## src/rtl/bus_pkg.sv

```systemverilog
// Shared types and constants for the memory bus arbiter.
// State and grant encodings are common to the top and the bench.
package bus_pkg;

  typedef enum logic [1:0] {
    IDLE,
    BUS_INSTR,
    BUS_DATA,
    RESP
  } state_t;

  typedef enum logic {
    GRANT_INSTR,
    GRANT_DATA
  } grant_t;

  localparam logic BUS_OP_READ  = 1'b0;
  localparam logic BUS_OP_WRITE = 1'b1;

endpackage

```

## src/rtl/mem_bus_arbiter_if.sv

```systemverilog
// Requester and external-bus signals of the memory bus arbiter.
// The master modport is the arbiter's view; slave is the environment's view.
interface mem_bus_arbiter_if #(
  parameter int ADDR_WIDTH = 64,
  parameter int DATA_WIDTH = 64
);

  logic                    instr_read_in;
  logic [ADDR_WIDTH-1:0]   instr_address_in;
  logic                    instr_ready_out;
  logic                    instr_fault_out;
  logic [DATA_WIDTH-1:0]   instr_read_value_out;

  logic                    data_read_in;
  logic                    data_write_in;
  logic [ADDR_WIDTH-1:0]   data_address_in;
  logic [DATA_WIDTH-1:0]   data_write_value_in;
  logic [DATA_WIDTH/8-1:0] data_write_mask_in;
  logic                    data_ready_out;
  logic                    data_fault_out;
  logic [DATA_WIDTH-1:0]   data_read_value_out;

  logic [ADDR_WIDTH-1:0]   bus_address_out;
  logic                    bus_read_out;
  logic                    bus_write_out;
  logic [DATA_WIDTH-1:0]   bus_write_value_out;
  logic [DATA_WIDTH/8-1:0] bus_write_mask_out;
  logic                    bus_ready_in;
  logic [DATA_WIDTH-1:0]   bus_read_value_in;

  modport master (
    input  instr_read_in, instr_address_in,
    input  data_read_in, data_write_in, data_address_in,
    input  data_write_value_in, data_write_mask_in,
    input  bus_ready_in, bus_read_value_in,
    output instr_ready_out, instr_fault_out, instr_read_value_out,
    output data_ready_out, data_fault_out, data_read_value_out,
    output bus_address_out, bus_read_out, bus_write_out,
    output bus_write_value_out, bus_write_mask_out
  );

  modport slave (
    output instr_read_in, instr_address_in,
    output data_read_in, data_write_in, data_address_in,
    output data_write_value_in, data_write_mask_in,
    output bus_ready_in, bus_read_value_in,
    input  instr_ready_out, instr_fault_out, instr_read_value_out,
    input  data_ready_out, data_fault_out, data_read_value_out,
    input  bus_address_out, bus_read_out, bus_write_out,
    input  bus_write_value_out, bus_write_mask_out
  );

endinterface

```

## src/rtl/bus_timeout_counter.sv

```systemverilog
// Bus-ready watchdog: counts unanswered strobe cycles and flags the last allowed one.
// A zero limit removes the counter entirely and never expires.
module bus_timeout_counter #(
  parameter int unsigned TIMEOUT_CYCLES = 255
) (
  input  logic clk,
  input  logic rst,
  input  logic i_clear,
  input  logic i_enable,
  output logic o_expire
);

  generate
    if (TIMEOUT_CYCLES == 0) begin : g_off
      assign o_expire = 1'b0;
    end else begin : g_on
      localparam int CW = (TIMEOUT_CYCLES > 1) ? $clog2(TIMEOUT_CYCLES) : 1;
      localparam logic [CW-1:0] LAST = CW'(TIMEOUT_CYCLES - 1);

      logic [CW-1:0] r_count;

      always_ff @(posedge clk or posedge rst) begin
        if (rst) begin
          r_count <= '0;
        end else if (i_clear) begin
          r_count <= '0;
        end else if (i_enable && (r_count != LAST)) begin
          r_count <= r_count + CW'(1);
        end
      end

      // The cycle that would push the count to the limit is the expiry cycle.
      assign o_expire = i_enable && (r_count == LAST);
    end
  endgenerate

endmodule

```

## src/rtl/mem_bus_arbiter.sv

```systemverilog
// Round-robin arbiter sharing one external memory bus between fetch and data ports.
// One transaction at a time; all bus-side and response outputs are registered.
module mem_bus_arbiter
  import bus_pkg::*;
#(
  parameter int          ADDR_WIDTH     = 64,
  parameter int          DATA_WIDTH     = 64,
  parameter int unsigned TIMEOUT_CYCLES = 255
) (
  input logic clk,
  input logic reset,
  mem_bus_arbiter_if.master bus_if
);

  state_t                  r_state;
  grant_t                  r_last_grant;
  logic                    r_bus_read;
  logic                    r_bus_write;
  logic [ADDR_WIDTH-1:0]   r_bus_addr;
  logic [DATA_WIDTH-1:0]   r_bus_wval;
  logic [DATA_WIDTH/8-1:0] r_bus_mask;
  logic                    r_instr_ready;
  logic                    r_instr_fault;
  logic [DATA_WIDTH-1:0]   r_instr_val;
  logic                    r_data_ready;
  logic                    r_data_fault;
  logic [DATA_WIDTH-1:0]   r_data_val;

  logic w_instr_req;
  logic w_data_req;
  logic w_grant_data;
  logic w_data_op;
  logic w_bus_busy;
  logic w_done;
  logic w_expire;

  assign w_instr_req  = bus_if.instr_read_in;
  assign w_data_req   = bus_if.data_read_in | bus_if.data_write_in;
  assign w_grant_data = w_data_req && (!w_instr_req || (r_last_grant == GRANT_INSTR));
  // A simultaneous read and write is treated as a write.
  assign w_data_op    = bus_if.data_write_in ? BUS_OP_WRITE : BUS_OP_READ;
  assign w_bus_busy   = (r_state == BUS_INSTR) || (r_state == BUS_DATA);
  assign w_done       = bus_if.bus_ready_in || w_expire;

  bus_timeout_counter #(
    .TIMEOUT_CYCLES(TIMEOUT_CYCLES)
  ) u_timeout (
    .clk     (clk),
    .rst     (reset),
    .i_clear (r_state == IDLE),
    .i_enable(w_bus_busy && !bus_if.bus_ready_in),
    .o_expire(w_expire)
  );

  always_ff @(posedge clk or posedge reset) begin
    if (reset) begin
      r_state       <= IDLE;
      r_last_grant  <= GRANT_INSTR;
      r_bus_read    <= 1'b0;
      r_bus_write   <= 1'b0;
      r_bus_addr    <= '0;
      r_bus_wval    <= '0;
      r_bus_mask    <= '0;
      r_instr_ready <= 1'b0;
      r_instr_fault <= 1'b0;
      r_instr_val   <= '0;
      r_data_ready  <= 1'b0;
      r_data_fault  <= 1'b0;
      r_data_val    <= '0;
    end else begin
      r_instr_ready <= 1'b0;
      r_data_ready  <= 1'b0;
      case (r_state)
        IDLE: begin
          if (w_grant_data) begin
            r_bus_addr   <= bus_if.data_address_in;
            r_bus_wval   <= bus_if.data_write_value_in;
            r_bus_mask   <= bus_if.data_write_mask_in;
            r_bus_write  <= (w_data_op == BUS_OP_WRITE);
            r_bus_read   <= (w_data_op == BUS_OP_READ);
            r_last_grant <= GRANT_DATA;
            r_state      <= BUS_DATA;
          end else if (w_instr_req) begin
            r_bus_addr   <= bus_if.instr_address_in;
            r_bus_wval   <= '0;
            r_bus_mask   <= '0;
            r_bus_write  <= 1'b0;
            r_bus_read   <= 1'b1;
            r_last_grant <= GRANT_INSTR;
            r_state      <= BUS_INSTR;
          end
        end
        BUS_INSTR, BUS_DATA: begin
          if (w_done) begin
            r_bus_read  <= 1'b0;
            r_bus_write <= 1'b0;
            r_state     <= RESP;
            // Response is loaded on the way into RESP so it is visible during RESP.
            if (r_state == BUS_DATA) begin
              r_data_ready <= 1'b1;
              r_data_fault <= !bus_if.bus_ready_in;
              r_data_val   <= (bus_if.bus_ready_in && !r_bus_write) ?
                              bus_if.bus_read_value_in : '0;
            end else begin
              r_instr_ready <= 1'b1;
              r_instr_fault <= !bus_if.bus_ready_in;
              r_instr_val   <= bus_if.bus_ready_in ? bus_if.bus_read_value_in : '0;
            end
          end
        end
        RESP:    r_state <= IDLE;
        default: r_state <= IDLE;
      endcase
    end
  end

  assign bus_if.bus_address_out      = r_bus_addr;
  assign bus_if.bus_read_out         = r_bus_read;
  assign bus_if.bus_write_out        = r_bus_write;
  assign bus_if.bus_write_value_out  = r_bus_wval;
  assign bus_if.bus_write_mask_out   = r_bus_mask;
  assign bus_if.instr_ready_out      = r_instr_ready;
  assign bus_if.instr_fault_out      = r_instr_fault;
  assign bus_if.instr_read_value_out = r_instr_val;
  assign bus_if.data_ready_out       = r_data_ready;
  assign bus_if.data_fault_out       = r_data_fault;
  assign bus_if.data_read_value_out  = r_data_val;

endmodule

```

## src/flat_wrapper.sv

```systemverilog
// flat-port wrapper written by rule: the top's interface ports become plain ports
module mem_bus_arbiter_flat import bus_pkg::*;
#(
  parameter int          ADDR_WIDTH     = 64,
  parameter int          DATA_WIDTH     = 64,
  parameter int unsigned TIMEOUT_CYCLES = 255
)
  (clk, reset, bus_if_instr_read_in, bus_if_instr_address_in, bus_if_data_read_in, bus_if_data_write_in, bus_if_data_address_in, bus_if_data_write_value_in, bus_if_data_write_mask_in, bus_if_bus_ready_in, bus_if_bus_read_value_in, bus_if_instr_ready_out, bus_if_instr_fault_out, bus_if_instr_read_value_out, bus_if_data_ready_out, bus_if_data_fault_out, bus_if_data_read_value_out, bus_if_bus_address_out, bus_if_bus_read_out, bus_if_bus_write_out, bus_if_bus_write_value_out, bus_if_bus_write_mask_out);
  mem_bus_arbiter_if #(.ADDR_WIDTH(ADDR_WIDTH), .DATA_WIDTH(DATA_WIDTH)) bus_if_i ();
  input logic clk;
  input logic reset;
  input wire logic [$bits(bus_if_i.instr_read_in)-1:0] bus_if_instr_read_in;
  input wire logic [$bits(bus_if_i.instr_address_in)-1:0] bus_if_instr_address_in;
  input wire logic [$bits(bus_if_i.data_read_in)-1:0] bus_if_data_read_in;
  input wire logic [$bits(bus_if_i.data_write_in)-1:0] bus_if_data_write_in;
  input wire logic [$bits(bus_if_i.data_address_in)-1:0] bus_if_data_address_in;
  input wire logic [$bits(bus_if_i.data_write_value_in)-1:0] bus_if_data_write_value_in;
  input wire logic [$bits(bus_if_i.data_write_mask_in)-1:0] bus_if_data_write_mask_in;
  input wire logic [$bits(bus_if_i.bus_ready_in)-1:0] bus_if_bus_ready_in;
  input wire logic [$bits(bus_if_i.bus_read_value_in)-1:0] bus_if_bus_read_value_in;
  output wire logic [$bits(bus_if_i.instr_ready_out)-1:0] bus_if_instr_ready_out;
  output wire logic [$bits(bus_if_i.instr_fault_out)-1:0] bus_if_instr_fault_out;
  output wire logic [$bits(bus_if_i.instr_read_value_out)-1:0] bus_if_instr_read_value_out;
  output wire logic [$bits(bus_if_i.data_ready_out)-1:0] bus_if_data_ready_out;
  output wire logic [$bits(bus_if_i.data_fault_out)-1:0] bus_if_data_fault_out;
  output wire logic [$bits(bus_if_i.data_read_value_out)-1:0] bus_if_data_read_value_out;
  output wire logic [$bits(bus_if_i.bus_address_out)-1:0] bus_if_bus_address_out;
  output wire logic [$bits(bus_if_i.bus_read_out)-1:0] bus_if_bus_read_out;
  output wire logic [$bits(bus_if_i.bus_write_out)-1:0] bus_if_bus_write_out;
  output wire logic [$bits(bus_if_i.bus_write_value_out)-1:0] bus_if_bus_write_value_out;
  output wire logic [$bits(bus_if_i.bus_write_mask_out)-1:0] bus_if_bus_write_mask_out;
  assign bus_if_i.instr_read_in = bus_if_instr_read_in;
  assign bus_if_i.instr_address_in = bus_if_instr_address_in;
  assign bus_if_i.data_read_in = bus_if_data_read_in;
  assign bus_if_i.data_write_in = bus_if_data_write_in;
  assign bus_if_i.data_address_in = bus_if_data_address_in;
  assign bus_if_i.data_write_value_in = bus_if_data_write_value_in;
  assign bus_if_i.data_write_mask_in = bus_if_data_write_mask_in;
  assign bus_if_i.bus_ready_in = bus_if_bus_ready_in;
  assign bus_if_i.bus_read_value_in = bus_if_bus_read_value_in;
  assign bus_if_instr_ready_out = bus_if_i.instr_ready_out;
  assign bus_if_instr_fault_out = bus_if_i.instr_fault_out;
  assign bus_if_instr_read_value_out = bus_if_i.instr_read_value_out;
  assign bus_if_data_ready_out = bus_if_i.data_ready_out;
  assign bus_if_data_fault_out = bus_if_i.data_fault_out;
  assign bus_if_data_read_value_out = bus_if_i.data_read_value_out;
  assign bus_if_bus_address_out = bus_if_i.bus_address_out;
  assign bus_if_bus_read_out = bus_if_i.bus_read_out;
  assign bus_if_bus_write_out = bus_if_i.bus_write_out;
  assign bus_if_bus_write_value_out = bus_if_i.bus_write_value_out;
  assign bus_if_bus_write_mask_out = bus_if_i.bus_write_mask_out;
  mem_bus_arbiter #(.ADDR_WIDTH(ADDR_WIDTH), .DATA_WIDTH(DATA_WIDTH), .TIMEOUT_CYCLES(TIMEOUT_CYCLES)) u_core (.clk(clk), .reset(reset), .bus_if(bus_if_i));
endmodule
```

## config.mk

```make
export PLATFORM = sky130hd
export DESIGN_NAME = mem_bus_arbiter_flat
export DESIGN_NICKNAME = d
export VERILOG_FILES = /design/src/rtl/bus_pkg.sv /design/src/rtl/mem_bus_arbiter_if.sv /design/src/rtl/bus_timeout_counter.sv /design/src/rtl/mem_bus_arbiter.sv /design/src/flat_wrapper.sv
export SDC_FILE = /design/constraint.sdc
export NUM_CORES = 1
export LEC_CHECK = 0
export CELL_PAD_IN_SITES_DETAIL_PLACEMENT = 2
export CELL_PAD_IN_SITES_GLOBAL_PLACEMENT = 2
export CORE_AREA = 2 2 210 212
export CTS_CLUSTER_SIZE = 16
export DETAILED_ROUTE_END_ITERATION = 7
export DIE_AREA = 0 0 212 214
export PLACE_DENSITY_LB_ADDON = 0.1
export SLEW_MARGIN = 20
export SYNTH_ARGS = -nofsm -noshare
export SYNTH_HDL_FRONTEND = slang
export SYNTH_SLANG_ARGS = --single-unit
```

## constraint.sdc

```tcl
create_clock -name clk -period 23.7 [get_ports clk]
set_input_delay 5.925 -clock clk [delete_from_list [all_inputs] [get_ports clk]]
set_output_delay 5.925 -clock clk [all_outputs]
set_load 0.02 [all_outputs]
```

== Word-level counts from Yosys, hierarchy flattened ==
Cells that the tools add are included.

* Bits in latches: 0
* Register bits after elaboration: 281
* Memories kept: 0
* Bits in writable memories: 0
* Output and inout bits: 270
* Bits of input ports: 270
* Memory bits (read-only): 0

* Bitwise logic cells: 4
* Multiplexer cells: 29
* Equal/unequal tests: 7
* Multipliers: 0
* Shift-type cells: 0
* Magnitude comparators: 0
* Reduce and logical (&&, ||, !) cells: 21
* Divide/modulo/power cells: 0
* $add $sub $neg: 1

{| class="wikitable"
|+ Operators with widths
! kind !! count
|-
| 64-bit two-way mux || 6
|-
| 8-bit two-way mux || 4
|-
| 1-bit two-way mux || 13
|-
| 3-bit AND reduction || 3
|-
| 8-bit by 1-bit adder with 8-bit output (second input constant) || 1
|-
| 8-bit == test (second input constant) || 1
|-
| 8-bit != test (second input constant) || 1
|-
| 2-bit two-way mux || 3
|-
| 2-bit case mux with 3 select lines || 1
|-
| 2-bit nonzero test || 3
|-
| 1-bit logical AND || 5
|-
| 2-bit == test (second input constant) || 2
|-
| 1-bit case mux with 2 select lines || 2
|-
| 2-bit AND reduction || 2
|-
| 1-bit zero test || 3
|-
| 1-bit logical OR || 3
|-
| 3-bit by 2-bit != test with 1-bit output (second input constant) || 1
|-
| 1-bit inverter || 3
|-
| 2-bit by 1-bit == test with 1-bit output (second input constant) || 1
|-
| 2-bit zero test || 1
|-
| 2-bit by 1-bit != test with 1-bit output (second input constant) || 1
|-
| 2-bit OR reduction || 1
|-
| 1-bit bitwise OR || 1
|}

== Longest topological paths before layout ==
Gate-level depths: netlist of the first run.

* Word-level depth: 7
* Depth in mapped cells: 8
* Gate-level depth less buffers: 6

== Cells and area by module ==
From an unflattened synthesis of the first run, not the netlist that was laid out.

* Cells, all modules: 1,095
* Area, all modules: 11,598.6 µm²

{| class="wikitable"
|+ By module, submodules not included
! module !! cells an instance !! seq. area each (µm²) !! times used !! area an instance (µm²)
|-
| mem_bus_arbiter || 1,045 || 6,831.6 || 1 || 11,099.4
|-
| bus_timeout_counter || 50 || 200.2 || 1 || 499.2
|}

== Worst setup path after synthesis of the first run ==
OpenSTA, ideal clock, no wires.

* Kind: input port to flip-flop
* From: input bus_if_instr_read_in
* To: register u_core.r_bus_mask[7], in the netlist u_core.bus_if.bus_write_mask_out[7]
* Buffers on the path: 3
* Stages: 7
* Setup time: 66 ps
* Arrival time: 7,016 ps
* Data required time: 23,634 ps
* Path slack: 16,618 ps
* Cells stage by stage: nand2_1 -> o21a_1 -> buf_2 -> and2_1 -> clkbuf_1 -> clkbuf_1 -> a22o_1

* Word-level cells in the longest chain between the ends: 5

{| class="wikitable"
|+ Ends and longest elaborated chain
! what !! RTL line !! RTL
|-
| start, declared || flat_wrapper.sv:12 || <nowiki>input wire logic [$bits(bus_if_i.instr_read_in)-1:0] bus_if_instr_read_in;</nowiki>
|-
| 1-bit zero test || mem_bus_arbiter.sv:39 || <nowiki>assign w_grant_data = w_data_req && (!w_instr_req || (r_last_grant == GRANT_INSTR));</nowiki>
|-
| 1-bit logical OR || mem_bus_arbiter.sv:39 ||
|-
| 1-bit logical AND || mem_bus_arbiter.sv:39 ||
|-
| 2-bit nonzero test (no source line) || n/a ||
|-
| 2-bit AND reduction (no source line) || n/a ||
|-
| end signal, assigned || mem_bus_arbiter.sv:78 || <nowiki>r_bus_mask <= bus_if.data_write_mask_in;</nowiki>
|-
| end, declared || mem_bus_arbiter.sv:21 || <nowiki>logic [DATA_WIDTH/8-1:0] r_bus_mask;</nowiki>
|}

Several ways; a longest one is shown, not always the timed one.
A chain may end at the register's enable or synchronous reset.

== Worst setup path in the final report of the first run ==
* From: input bus_if_data_write_in
* To: register u_core.r_bus_addr[9], in the netlist u_core.bus_if.bus_address_out[9]

* Word-level cells in the longest chain between the ends: 4

{| class="wikitable"
|+ Ends and longest elaborated chain
! what !! RTL line !! RTL
|-
| start, declared || flat_wrapper.sv:15 || <nowiki>input wire logic [$bits(bus_if_i.data_write_in)-1:0] bus_if_data_write_in;</nowiki>
|-
| 1-bit bitwise OR * || mem_bus_arbiter.sv:38 || <nowiki>assign w_data_req = bus_if.data_read_in | bus_if.data_write_in;</nowiki>
|-
| 1-bit logical AND * || mem_bus_arbiter.sv:39 ||
|-
| 2-bit nonzero test (no source line) || n/a ||
|-
| 2-bit AND reduction (no source line) || n/a ||
|-
| end signal, assigned || mem_bus_arbiter.sv:76 || <nowiki>r_bus_addr <= bus_if.data_address_in;</nowiki>
|-
| end signal, assigned || mem_bus_arbiter.sv:84 || <nowiki>r_bus_addr <= bus_if.instr_address_in;</nowiki>
|-
| end, declared || mem_bus_arbiter.sv:19 || <nowiki>logic [ADDR_WIDTH-1:0] r_bus_addr;</nowiki>
|}

Mark *: on every way between the ends. The rest lies on a longest branch, timed or not.

==> summary.txt, run 1 <==
Worst setup path
  • Crit path kind: primary input to flop
  • Worst R2R Start: u_core.r_state[0]$_DFFE_PP0P_
  • Critical Path Start: bus_if_data_write_in
  • R2r endpoint: u_core.bus_if.bus_address_out[9]$_DFFE_PP0P_
  • FF-to-FF setup slack: roughly 20000 ps
  • Crit path DAT: between 9000 and 10000 ps
  • CP max FO: 99
  • Worst setup EP type: flop
  • Worst path required time: between 20000 and 25000 ps
  • Worst R2R Path Depth: 7
  • CP endpoint: u_core.bus_if.bus_address_out[9]$_DFFE_PP0P_
  • Critical path launch point type: primary input

Power
  • Int Power: ~1600 uW
  • Sw Ratio: 37.9%
  • Sequential share of power: between 30% and 40%
  • Switch Pwr: between 900 and 1000 uW
  • Clock share of power: 21.8%
  • Pwr dens: ~140 nW/um^2
  • Leak: about 0.0080 uW
  • VDD IR-drop max: 0.0464 mV
  • Comb power frac: ~47%
  • Tot Pwr: 2580 uW

Placed design
  • GPL Wtd Cong: around 0.77
  • Number of port buffers: roughly 540
  • Hpwl dp: approximately 33000 microns

Synth
  • Number of synthesized flops with an enable pin: 0
  • Post-synthesis cell type count: 34
  • Synthesized flop and latch total: around 280
  • Ys async rst share: 100%
  • Syn Std Cell Area: 10900 sq um
  • Syn Nets: between 1k and 1.5k
  • Instance count of the mapped netlist: around 800
  • Top_reg_cell synth: dfrtp_1
  • Synth Warn #: 0
  • Register area share after synthesis: between 60% and 70%
  • Synth Area per Inst: 13.3 sq um
  • Ranking of synthesized cells by area: dfrtp_1 65%, a22o_1 16%, mux2i_1 6.2%
  • Post-synth top area cell: dfrtp_1
  • Synth top area share: between 60% and 70%

Layout
  • Fill count: around 4.3k
  • Area Growth Syn to Fin: 65.0%
  • Layout Nets: 1614
  • Layout cell share with drive strength beyond 1: approximately 5.7%
  • Util after Layout: between 40% and 50%

Timing
  • Final Slew Violations: 0
  • # setup viols final: 0
  • Tmin final: approximately 8600 ps
  • Post-Route Skew: 11.6 ps
  • Worst-Margin Slew: 1040 ps
  • Fin crit share: between 30% and 40%
  • Relative slew slack: slightly above 30%
  • TNS Setup: 0 ps
  • Count of final hold-check violations: 0
  • Unrepaired setup endpoints after global routing: false
  • Fmax: roughly 120 MHz

Detailed routing
  • Final routed DRC violation total: 0
  • Aggregate routed wire length: around 46000 microns
  • DRT iter0 DRCs: about 400
  • 1st-pass router iterations: 5
  • Via Count: 9192
  • Antenna Nets Post-Route: 0
  • DR WL/cell: ~24 microns
  • Vias per cell: about 4.7

Die
  • Die Ht: ~210 microns
  • Die ar.: roughly 45000 sq um
  • Core area: 42900 sq um
  • Die span in x: approximately 210 microns
  • Rows: 76
  • Ports: 540
  • Initial Utilization: around 25%

Clocking
  • Post-CTS Hold Buffers: 0
  • TritonCTS Buffers: 36
  • H-Tree Level Count: 2
  • Root buffer cell: clkbuf_16
  • Post-CTS Setup Inserts: 0
  • CTS tree: built
  • CTS Sinks: roughly 280
  • Longest Clk Path Bufs: 3
  • Post-CTS sizing: 0
  • Worst-Skew Late Latency: approximately 540 ps
  • CTS clk-pin slew, worst paths: 50 ps

GRT
  • Global route overflow: 0
  • Pin count of the biggest net entering global routing: ~110
  • Global-route usage over all layers: 20.3%
  • Vias in the first global route: around 10k
  • First-pass GRT wire length: 68600 microns
  • Initial antenna violation count: 14

Run status
  • Status: finished clean

Worst hold path
  • Tightest Hold Check Type: flop to flop
  • Hold_sp: u_core.bus_if.bus_address_out[54]$_DFFE_PP0P_

Run
  • Max-capacitance violation count: 0
==> power by group through the flow <==
stage / registers [uW] / logic, uW / clock network [uW]
after global placement: 813 / 1210 / 0
final: 815 / 1210 / 563
after global routing: 842 / 1290 / 600
after CTS: 817 / 1230 / 584
after floorplan: 1050 / 369 / 0
after detailed placement: 817 / 1230 / 0
==> layer usage <==
layer  up-vias  wire length, microns  global-route usage [%]
li1       4051                     -                       -
met1      4685                 18400                    24.0
met2       362                 22000                    33.1
met3        76                  4830                    9.10
met4        18                  1050                    6.20
met5         -                   131                       0
==> cell usage in the layout (no fill, tap or decap), drive strengths merged <==
master	instances
a21o	1
a21oi	6
a22o	200
a31oi	3
and2	2
and3	2
buf	9
bufinv	3
clkbuf	51
clkdlybuf4s50	539
clkinv	4
clkinvlp	1
dfrtp	281
diode	5
ha	7
inv	9
mux2	2
mux2i	68
nand2	73
nand2b	1
nand3	1
nand4	2
nor2	11
nor2b	3
nor3	1
o211ai	2
o21a	1
o21ai	68
o2bb2ai	2
o31ai	1
or3	3
xnor2	1
xor2	2
==> synthesized netlist by cell type, types with 3 or more instances <==
library cell  number
ha_1               7
o21ai_0           67
buf_1              4
a22o_1           200
inv_1              7
buf_6             12
mux2i_1           68
a21oi_1            6
clkbuf_1          24
nor2_1            11
nor2b_1            3
dfrtp_1          281
or3_1              3
a31oi_1            3
nand2_1           71
buf_2             23
==> critical path, stage by stage <==
cell and delay [ps]:
clkdlybuf4s50_1 480, nor3_1 340, nand2b_4 340, buf_4 800, buf_4 750, o21ai_0 260
==> logic make-up after synthesis <==
family	count (synthesis)	synth area share, %
AOI/OAI and AO/OA	284	20.3
xor gates and xnor gates	3	0.241
adders and majority gates	7	0.804
buffers and inverters	72	3.64
DFF	281	64.6
muxes	70	6.46
and+or+nand+nor	99	4.01
==> cell type report <==
cell class / instances / area [sq um] / share of cell area, %
sequential: 281 / 7030 / 39.1
timing repair buffer: 548 / 5460 / 30.4
multi-input combinational: 463 / 3490 / 19.4
clock buffer: 51 / 1080 / 6.00
tap: 585 / 732 / 4.07
clock inverter: 10 / 135 / 0.752
inverter: 7 / 33.8 / 0.188
antenna: 5 / 12.5 / 0.0696
==> worst min path at each step <==
stage	end	slack (ps)	cells after the start
after global routing	u_core.bus_if.instr_read_value_out[8]$_DFFE_PP0P_	510	1
after detailed placement	u_core.bus_if.bus_address_out[38]$_DFFE_PP0P_	470	2
after floorplan	u_core.r_last_grant$_DFFE_PP0P_	450	1
after global placement	u_core.bus_if.bus_address_out[55]$_DFFE_PP0P_	460	2
final	u_core.bus_if.bus_address_out[54]$_DFFE_PP0P_	480	2
after CTS	u_core.bus_if.bus_address_out[50]$_DFFE_PP0P_	490	2
==> through the flow <==
step | area, sq um | setup WS [ps] | hold slack, ps | cells
2_1_floorplan | 10900 | 10020 | 449 | 816
3_3_place_gp | 16700 | 14610 | 460 | 1884
3_5_place_dp | 16700 | 14470 | 473 | 1884
4_1_cts | 18000 | 15070 | 487 | 1945
5_1_grt | 18000 | 14800 | 512 | 1949
6_report | 18000 | 15060 | 480 | 1950
==> registers in the layout, summed over array words and instances, names as in the netlist, 2 cells and up <==
signal and count:
u_core.bus_if.bus_write_mask_out 8, u_core.bus_if.bus_address_out 64, u_core.u_timeout.g_on.r_count 8, u_core.bus_if.data_read_value_out 64, u_core.bus_if.instr_read_value_out 64, u_core.bus_if.bus_write_value_out 64
u_core.r_state 2
Power figures use the tool's default switching activity.
==> inputs of run 2 (changes only) <==
- CORE_AREA: 2 2 210 212 -> unset
- CORE_MARGIN: unset -> 2
- CORE_UTILIZATION: unset -> 25
- DIE_AREA: 0 0 212 214 -> unset
- clock period: 23.7 -> 8.84 ns (I/O delays scaled with it)
==> run 2 against run 1 <==
Wire length increased by 2.0%. First-iteration DRC count down 11%. Count of clock-buffer cells in the layout is 5 lower. Power rose to 2.7 times the previous value. Critical path type unchanged. Critical path depth fell by 1. Via count increased by 0.60%. Hold slack got worse by 2.7 ps. Worst setup slack got worse by 10000 ps. Largest power group unchanged. Clock power rose to 2.5 times the previous value. Flip-flop and latch count is the same. Utilization decreased by 0.39 points.
==> summary.txt, run 2 (synthesis gave the netlist of run 1 again) <==
Timing
  • Unrepaired setup endpoints after global routing: false
  • Fin crit share: approximately 47%
  • Fmax: ~240 MHz
  • Tmin final: 4120 ps
  • Count of final hold-check violations: 0
  • # setup viols final: 0
  • Final Slew Violations: 0
  • Worst-Margin Slew: roughly 1200 ps
  • Post-Route Skew: roughly 12 ps
  • Relative slew slack: slightly below 20%
  • TNS Setup: 0 ps

Layout
  • Util after Layout: about two fifths
  • Most frequent cells in the layout: 539 x clkdlybuf4s50_1, 281 x dfrtp_1, 200 x a22o_1
  • Fill count: about 4.4k
  • Area Growth Syn to Fin: 64.2%
  • Layout cell share with drive strength beyond 1: under 10%
  • Layout Nets: around 1.6k
  • Leading cell type in the layout, fill and taps excluded: clkdlybuf4s50_1
  • Final Cell Area: approximately 18000 sq um

Die
  • Rows: 76
  • Initial Utilization: 25.3%
  • Ports: 540
  • Die Ht: about 210 microns
  • Core area: roughly 43000 sq um
  • Die span in x: roughly 210 microns
  • Die ar.: ~45000 sq um

Detailed routing
  • DRT iter0 DRCs: 356
  • DR top layer: met5
  • Via Count: about 9k
  • Final routed DRC violation total: 0
  • Met3 WL: about 5400 microns
  • Met2 Wirelength: roughly 22000 microns
  • DR WL/cell: 24.3 microns
  • 1st-pass router iterations: 4
  • Vias per cell: about 4.7
  • Antenna Nets Post-Route: 0
  • Aggregate routed wire length: around 47000 microns
  • M1 WL: 17700 microns

Power
  • Pwr dens: approximately 380 nW/um^2
  • Leak: ~0.008 uW
  • VDD IR-drop max: 0.133 mV
  • Tot Pwr: 6880 uW

Clocking
  • CTS clk-pin slew, worst paths: roughly 60 ps
  • Root buffer cell: clkbuf_16
  • CTS Sinks: ~280
  • Worst-Skew Late Latency: 540 ps
  • CTS tree: built
  • Post-CTS sizing: 0
  • Longest Clk Path Bufs: 3
  • Post-CTS Setup Inserts: 0
  • Post-CTS Hold Buffers: 0
  • H-Tree Level Count: 2
  • TritonCTS Buffers: 36

Worst setup path
  • Worst path required time: between 9000 and 10000 ps
  • Crit path kind: primary input to flop
  • Worst setup EP type: flop
  • Crit path DAT: approximately 4500 ps
  • Critical path launch point type: primary input
  • CP max FO: about 160
  • Worst R2R Path Depth: 5

GRT
  • Pin count of the biggest net entering global routing: 169
  • First-pass GRT wire length: slightly below 70000 microns
  • Vias in the first global route: 10.3k
  • Global-route usage over all layers: 20.5%
  • Global route overflow: 0
  • Initial antenna violation count: 14

Placed design
  • Area after DPL: ~17000 sq um
  • Number of port buffers: roughly 540
  • Hpwl dp: between 30000 and 40000 microns
  • GPL Wtd Cong: about 0.77

Worst hold path
  • Hold Crit Depth: 2
  • Tightest Hold Check Type: flop to flop

Run
  • Max-capacitance violation count: 0

Run status
  • Status: finished clean
[run 2: power by group]
part | internal, uW | total [uW] | switching [uW]
clock network | 846 | 1430 | 584
registers | 1850 | 2190 | 333
logic | 1520 | 3260 | 1740
[run 2: layout make-up]
type / count / area [sq um] / share of cell area, %
antenna: 6 / 15.0 / 0.0839
clock buffer: 46 / 990 / 5.53
clock inverter: 14 / 126 / 0.706
inverter: 7 / 30.0 / 0.168
multi-input combinational: 463 / 3490 / 19.5
sequential: 281 / 7030 / 39.3
tap: 585 / 732 / 4.09
timing repair buffer: 546 / 5470 / 30.6
[run 2: routing by layer]
layer  track usage, %  vias up
met5                0        -
met4             9.45       18
met3             9.90      101
met2             32.8      378
met1             23.0     4694
li1                 -     4056
[run 2: metrics by stage]
stage | setup WS (ps) | instances | hold WS (ps)
finish | 4720 | 1948 | 478
global route | 4520 | 1946 | 510
CTS | 4730 | 1942 | 487
detailed placement | 4160 | 1882 | 473
global placement | 4240 | 1882 | 461
floorplan | 2910 | 816 | 449
[run 2: path summary, 6_finish.rpt]
check / startpoint / to / slack [ps]
worst max-delay path: bus_if_data_write_in / u_core.bus_if.bus_address_out[23]$_DFFE_PP0P_ / 4720
worst min register to register: u_core.bus_if.bus_address_out[5]$_DFFE_PP0P_ / u_core.bus_if.bus_address_out[5]$_DFFE_PP0P_ / 480
max in group asynchronous: reset / u_core.bus_if.bus_write_value_out[11]$_DFFE_PP0P_ / 5100
worst min-delay path: u_core.bus_if.bus_address_out[5]$_DFFE_PP0P_ / u_core.bus_if.bus_address_out[5]$_DFFE_PP0P_ / 480
min in group asynchronous: reset / u_core.bus_if.bus_write_value_out[8]$_DFFE_PP0P_ / 1990
worst max register to register: u_core.r_state[1]$_DFFE_PP0P_ / u_core.bus_if.bus_write_value_out[41]$_DFFE_PP0P_ / 6170
[run 2: worst max-delay path, stage by stage]
cell             delay, ps
clkdlybuf4s50_1        480
nor3_1                 370
nand2b_4               530
buf_12                 500
o21ai_0                230
